==> config.mk <==
export PLATFORM = sky130hd
export DESIGN_NAME = call_stack
export DESIGN_NICKNAME = d
export VERILOG_FILES = /design/src/rtl/call_stack.sv
export SDC_FILE = /design/constraint.sdc
export NUM_CORES = 1
export LEC_CHECK = 0
export CAP_MARGIN = 5
export CORE_UTILIZATION = 50
export CTS_BUF_LIST = sky130_fd_sc_hd__clkbuf_4
export CTS_CLUSTER_SIZE = 8
export DETAILED_ROUTE_END_ITERATION = 10
export DONT_BUFFER_PORTS = 1
export GPL_TIMING_DRIVEN = 1
export PLACE_DENSITY = 0.76
export SETUP_SLACK_MARGIN = 0.3
export SYNTH_ARGS = -nofsm -noshare
export SYNTH_HDL_FRONTEND = slang
export SYNTH_SLANG_ARGS = --single-unit
==> constraint.sdc <==
create_clock -name clk -period 2.7 [get_ports clk]
set_input_delay 0.405 -clock clk [delete_from_list [all_inputs] [get_ports clk]]
set_output_delay 0.405 -clock clk [all_outputs]
set_load 0.1 [all_outputs]
==> src/rtl/call_stack.sv <==
// Return-address stack and branch-request arbiter feeding the program counter load port.
// Resolves ret > call > jump into one PC load and keeps a bounded LIFO with sticky fault flags.
module call_stack #(
  parameter int PC_WIDTH    = 8,
  parameter int STACK_DEPTH = 4,
  parameter int CNT_WIDTH   = $clog2(STACK_DEPTH + 1)
) (
  input  logic                 clk,
  input  logic                 res_n,
  input  logic [PC_WIDTH-1:0]  pc,
  input  logic                 jump,
  input  logic                 call,
  input  logic                 ret,
  input  logic [PC_WIDTH-1:0]  target,
  input  logic                 clr_err,
  output logic                 wr_en,
  output logic [PC_WIDTH-1:0]  counteradress,
  output logic [CNT_WIDTH-1:0] sp,
  output logic                 empty,
  output logic                 full,
  output logic                 overflow,
  output logic                 underflow
);

  localparam int                   IDX_WIDTH = (STACK_DEPTH > 1) ? $clog2(STACK_DEPTH) : 1;
  localparam logic [CNT_WIDTH-1:0] DEPTH_C   = CNT_WIDTH'(STACK_DEPTH);
  localparam logic [CNT_WIDTH-1:0] ONE_C     = CNT_WIDTH'(1);
  localparam logic [PC_WIDTH-1:0]  PC_ONE_C  = PC_WIDTH'(1);

  function automatic logic [PC_WIDTH-1:0] f_ret_addr(input logic [PC_WIDTH-1:0] a);
    return a + PC_ONE_C;
  endfunction

  logic [PC_WIDTH-1:0]  r_mem [STACK_DEPTH];
  logic [CNT_WIDTH-1:0] r_sp;
  logic                 r_ovf;
  logic                 r_unf;

  logic                 w_empty;
  logic                 w_full;
  logic                 w_pop;
  logic                 w_push;
  logic                 w_jump;
  logic                 w_ovf_evt;
  logic                 w_unf_evt;
  logic [IDX_WIDTH-1:0] w_top_idx;
  logic [IDX_WIDTH-1:0] w_push_idx;
  logic [PC_WIDTH-1:0]  w_top;

  assign w_empty    = (r_sp == {CNT_WIDTH{1'b0}});
  assign w_full     = (r_sp == DEPTH_C);
  assign w_pop      = ret & ~w_empty;
  assign w_unf_evt  = ret & w_empty;
  assign w_push     = ~ret & call & ~w_full;
  assign w_ovf_evt  = ~ret & call & w_full;
  assign w_jump     = ~ret & ~call & jump;
  // Index truncation is safe: the pop index is only used when sp >= 1, the push index when sp < depth.
  assign w_top_idx  = IDX_WIDTH'(r_sp - ONE_C);
  assign w_push_idx = IDX_WIDTH'(r_sp);
  assign w_top      = r_mem[w_top_idx];

  // PC load request: zero-latency selection of the winning request.
  always_comb begin
    wr_en         = 1'b0;
    counteradress = {PC_WIDTH{1'b0}};
    if (w_pop) begin
      wr_en         = 1'b1;
      counteradress = w_top;
    end else if (w_push) begin
      wr_en         = 1'b1;
      counteradress = target;
    end else if (w_jump) begin
      wr_en         = 1'b1;
      counteradress = target;
    end else begin
      wr_en         = 1'b0;
      counteradress = {PC_WIDTH{1'b0}};
    end
  end

  // Return-address storage; popped entries keep their value.
  always_ff @(posedge clk or negedge res_n) begin
    if (!res_n) begin
      for (int i = 0; i < STACK_DEPTH; i++) begin
        r_mem[i] <= {PC_WIDTH{1'b0}};
      end
    end else if (w_push) begin
      r_mem[w_push_idx] <= f_ret_addr(pc);
    end
  end

  // Occupancy count.
  always_ff @(posedge clk or negedge res_n) begin
    if (!res_n) begin
      r_sp <= {CNT_WIDTH{1'b0}};
    end else if (w_push) begin
      r_sp <= r_sp + ONE_C;
    end else if (w_pop) begin
      r_sp <= r_sp - ONE_C;
    end else begin
      r_sp <= r_sp;
    end
  end

  // Sticky fault flags; a fresh fault beats a simultaneous clear.
  always_ff @(posedge clk or negedge res_n) begin
    if (!res_n) begin
      r_ovf <= 1'b0;
      r_unf <= 1'b0;
    end else begin
      r_ovf <= w_ovf_evt ? 1'b1 : (clr_err ? 1'b0 : r_ovf);
      r_unf <= w_unf_evt ? 1'b1 : (clr_err ? 1'b0 : r_unf);
    end
  end

  assign sp        = r_sp;
  assign empty     = w_empty;
  assign full      = w_full;
  assign overflow  = r_ovf;
  assign underflow = r_unf;

endmodule

## After elaboration in Yosys (flattened, before gate mapping)

Index checks and enable logic that the tools add are counted.

- Flip-flop bits (word level): 37
- Bits in latches: 0
- RAM bits: 0
- ROM bits: 0
- Memories: 0

- Add/sub/neg operators: 3
- Multipliers: 0
- Div/mod/pow operators: 0
- Order comparisons: 3
- Equality and inequality tests: 1
- Shift-type cells: 0
- Multiplexer cells: 17
- Bitwise operators: 13
- Reductions and logical operators: 5

Operator list:

| operator | count |
|---|---|
| two-way mux 8 bit | 6 |
| bitwise mux 32 bit | 1 |
| binary-select mux 8 bit (select 2 bit) | 1 |
| demux 8 bit (select 2 bit) | 1 |
| adder 8 x 1 -> 8 bit (second input constant) | 1 |
| bitwise AND 1 bit | 7 |
| greater-or-equal comparator 3 bit (second input constant) | 2 |
| two-way mux 1 bit | 6 |
| two-way mux 3 bit | 2 |
| inverter 2 -> 3 bit | 2 |
| nonzero test 2 bit | 3 |
| inverter 1 bit | 4 |
| adder 3 x 1 -> 3 bit (second input constant) | 1 |
| equality test 3 bit (second input constant) | 1 |
| zero test 3 bit | 1 |
| < comparator 3 x 1 -> 1 bit (second input constant) | 1 |
| subtractor 3 x 1 -> 3 bit (second input constant) | 1 |
| logical AND 1 bit | 1 |

## Depth between registers and ports, before layout

- Depth in word-level cells: 6
- Gate-level depth with buffers: 8
- Depth with buffers taken out: 6

## Worst setup path before layout

No wires, ideal clock.

- Kind: register to output
- Start point: reg r_sp[0] (netlist: sp[0])
- End point: out counteradress[0]
- Arrival: 3.555 ns
- Data required time: 2.295 ns
- Slack: -1.260 ns
- Cell stages (with the launch flop): 8
- Path buffers: 2
- Cells stage by stage: dfrtp_1 > buf_4 > inv_1 > ha_1 > ha_1 > nor2b_1 > buf_2 > a22o_1

- Cells in the longest elaborated chain, start to end: 6
- Elaborated cells on any way between the ends: 13

RTL lines:

| element | line | text |
|---|---|---|
| start: declaration | 35 | `logic [CNT_WIDTH-1:0] r_sp;` |
| start signal: assignment | 95 | `r_sp <= {CNT_WIDTH{1'b0}};` |
| start signal: assignment | 97 | `r_sp <= r_sp + ONE_C;` |
| start signal: assignment | 99 | `r_sp <= r_sp - ONE_C;` |
| subtractor 3 x 1 -> 3 bit | -- |  |
| net w_top_idx[0] | 46 | `logic [IDX_WIDTH-1:0] w_top_idx;` |
| inverter 2 -> 3 bit (not written as such) | 60 | `assign w_top = r_mem[w_top_idx];` |
| binary-select mux 8 bit (select 2 bit) | 60 |  |
| two-way mux 8 bit (not written as such) (2 in series) | 60 |  |
| two-way mux 8 bit | 66 | `if (w_pop) begin` |
| end: declaration | 17 | `output logic [PC_WIDTH-1:0] counteradress,` |

The timed path passes the listed nets, and every way through them passes these cells. The select of a mux whose other input is x is not followed.

## Worst setup path in the final report

- Start point: reg r_sp[1] (netlist: sp[1])
- End point: out counteradress[6]

- Cells in the longest elaborated chain, start to end: 6
- Elaborated cells on any way between the ends: 13

RTL lines:

| element | line |
|---|---|
| subtractor 3 x 1 -> 3 bit | -- |
| inverter 2 -> 3 bit (not written as such) | 60 |
| binary-select mux 8 bit (select 2 bit) | 60 |
| two-way mux 8 bit (not written as such) (2 in series) | 60 |
| two-way mux 8 bit (*) | 66 |

Mark *: on every way between the ends. The rest lies on a longest branch, timed or not. The select of a mux whose other input is x is not followed.

==> results.json <==
{
  "outcome": "complete, no violations",
  "core-area_um2": 4000,
  "synth_cell_type_count": 32,
  "drt-wirelength-per-cell_um": 20.4,
  "ys_warn_count": 0,
  "hp-class": "in2reg",
  "grt_pass1_vias": 1597,
  "grt_antenna_before_repair": 0,
  "ant_nets": 0,
  "clock.fmax_mhz": 395,
  "finalCritPeriodShare_pct": 93.8,
  "htree_levels": 2,
  "max_cap_viol_count": 0,
  "cts_buffers": 5,
  "clkTransAtPathRegs_ps": 140,
  "drt_pass1_iterations": 4,
  "seq_area_frac_synth_pct": 44.4,
  "cts_tree": "done",
  "multi_input_area_um2": 1130,
  "synthMuxAreaShare_pct": 22.1,
  "drc_errors": 0,
  "routed_wl_um": 4870,
  "io_pins": 38,
  "initial_utilization_pct": 52.1,
  "grt_overflow": 0,
  "slowest_delay_ps": 450,
  "period_minus_slack_ps": 2530,
  "port_buffers": 0,
  "setup_viol": 0,
  "synth_compound_area_share_pct": 14.5,
  "synth.avg_cell_area_um2": 12.8,
  "hold_slack_ps": 107,
  "syn_to_final_growth_pct": 25.0,
  "die_w_um": 66.6,
  "path_cells": "clkinvlp_4 > ha_4 > buf_6 > mux4_2 > a22o_4 > buf_12",
  "num_vias": 1495,
  "worstMarginPinSlew_ps": 891,
  "nFillCells": 294,
  "required_ps": 2300,
  "worstSetupStartpointType": "flip-flop",
  "grt_pass1_wl_um": 8220,
  "diodes": 0,
  "synthAdderAreaFrac_pct": 4.20,
  "vias_per_cell": 6.26,
  "die_y_um": 66.6,
  "globalplace.congestion": 0.812,
  "clock_latency_ps": 370,
  "dp_hpwl_um": 3310,
  "cp_max_fo": 3,
  "die-area_um2": 4430,
  "cpMaxStageDelayCell": "dfrtp_4",
  "drive_gt1_share_pct": 44.4,
  "synthCells": 163,
  "finalMaxSlewViolations": 0,
  "netlist_area_um2": 2090,
  "clock-sinks": 37,
  "synth-seq-cells": 37,
  "max_slew_margin_pct": 40.6,
  "synth.area.top_cells": "dfrtp_1 44%, mux2_4 12%, mux4_2 8.6%",
  "syn_nets": 192,
  "clock_skew_ps": 24.0,
  "grt_util_all_layers_pct": 26.1,
  "rsz0062_at_grt": "true",
  "grt_max_degree": 38,
  "criticalPathCategory": "reg2out",
  "cts-root-buf": "clkbuf_4",
  "num_rows": 23,
  "synth_top_family_by_area": "multiplexers",
  "synth_top_area_share_pct": 44.4,
  "worstPathArrival_ps": 2130,
  "hold_violations": 0,
  "synthSimpleGateAreaFrac_pct": 6.90,
  "nNetsFinal": 217,
  "synthDominantAreaCellType": "dfrtp_1",
  "regArea_um2": 933,
  "synth-xor-area-share_pct": 1.68,
  "worst_setup_path_end_kind": "output port",
  "first_iter_violations": 94,
  "clockBufferDepth": 2
}
## Yosys cell counts
cell type	instances
dfrtp_1	37
a31oi_1	24
mux2_4	16
inv_1	11
a22o_1	8
mux4_2	8
ha_1	7
buf_6	5
and3_4	4
mux2i_1	4
nand3_1	4
o21ai_0	4
a211oi_1	3
nand2_1	3
or3_1	3
xnor2_1	3
buf_2	2
buf_4	2
clkbuf_1	2
a211oi_4	1
a21oi_1	1
a311oi_1	1
and2_1	1
nand2b_1	1
nand4_1	1
nor2_1	1
nor2b_1	1
nor2b_2	1
nor3_1	1
o22ai_1	1
or2_2	1
xor2_1	1
## registers in the layout (all words and copies together) (netlist names)
name / count
sp: 3
underflow: 1
overflow: 1
r_mem: 32
## layer usage
layer | GRT usage [%] | vias to the layer above | part of all wire, %
met5 | 0 | - | 0
met1 | 32.9 | 740 | 40
li1 | - | 669 | -
met2 | 41.5 | 74 | 50
met4 | 12.5 | 0 | 2.1
met3 | 6.68 | 12 | 7.8
## critical path, delay by kind of cell, from the launching register on
kind,cells,cell delay (ps)
DFF,1,450
buffers and inverters,3,410
AOI/OAI and AO/OA,1,240
muxes,1,320
adders and majority gates,1,320
## per-stage QoR
stage	util [%]	TNS (ps)	setup slack [ps]	std cells	area, um2
final	65.2	0	168	239	2610
after detailed placement	60.2	0	439	219	2410
after floorplan	-	-3260	-373	163	2210
after global placement	60.2	0	501	219	2410
after CTS	64.8	0	192	237	2590
after global routing	65.2	0	95.7	239	2610
## final timing paths
check                                      start                     to  slack [ps]  cells past startpoint
max reg2reg                    sp[1]$_DFFE_PN0P_   r_mem[4]$_DFFE_PN0P_         790                      4
min reg2reg                r_mem[19]$_DFFE_PN0P_  r_mem[19]$_DFFE_PN0P_         530                      1
min                                        pc[0]   r_mem[8]$_DFFE_PN0P_         110                      1
min in group asynchronous                  res_n  r_mem[13]$_DFFE_PN0P_         470                      2
max in group asynchronous                  res_n      sp[0]$_DFFE_PN0P_        2020                      2
max                            sp[1]$_DFFE_PN0P_       counteradress[6]         170                      6
## cell usage in the layout (no fill, tap or decap), types with 2 or more instances in the layout
master,count
mux2_4,16
a211oi_1,3
dfrtp_1,35
buf_4,14
mux2i_1,4
a31oi_1,24
buf_6,4
ha_1,4
or3_1,3
a22o_4,8
clkbuf_4,5
clkinvlp_4,3
and3_4,4
o21ai_0,4
buf_12,10
nand2_1,2
mux4_2,8
xnor2_1,3
ha_4,2
nand3_1,4
dfrtp_4,2
inv_1,8
## kinds of logic (layout without fill, tap and decap cells)
kind of cell | Yosys count | after routing
muxes | 28 | 28
DFF | 37 | 37
AOI/OAI and AO/OA | 43 | 43
adders and majority gates | 7 | 7
xor gates and xnor gates | 4 | 4
and+or+nand+nor | 22 | 22
buffers and inverters | 22 | 48
## cell type report
class / instances / share of cell area (%)
Clock buffer: 5 / 1.44
Sequential cell: 37 / 35.8
Clock inverter: 3 / 0.960
Inverter: 11 / 2.16
Multi-Input combinational cell: 104 / 43.4
Tap cell: 50 / 2.40
Timing Repair Buffer: 29 / 13.8
## repair_timing
item	4_1_cts	5_1_grt
pin swaps	3	0
setup endpoints to repair	9	9
gates resized for setup	8	0
buffers inserted	8	2
hold buffers	2	0
hold endpoints to repair	37	0
Power is not shown: default switching activity piles up to over one toggle a cycle in this logic, so the estimate is an artifact.
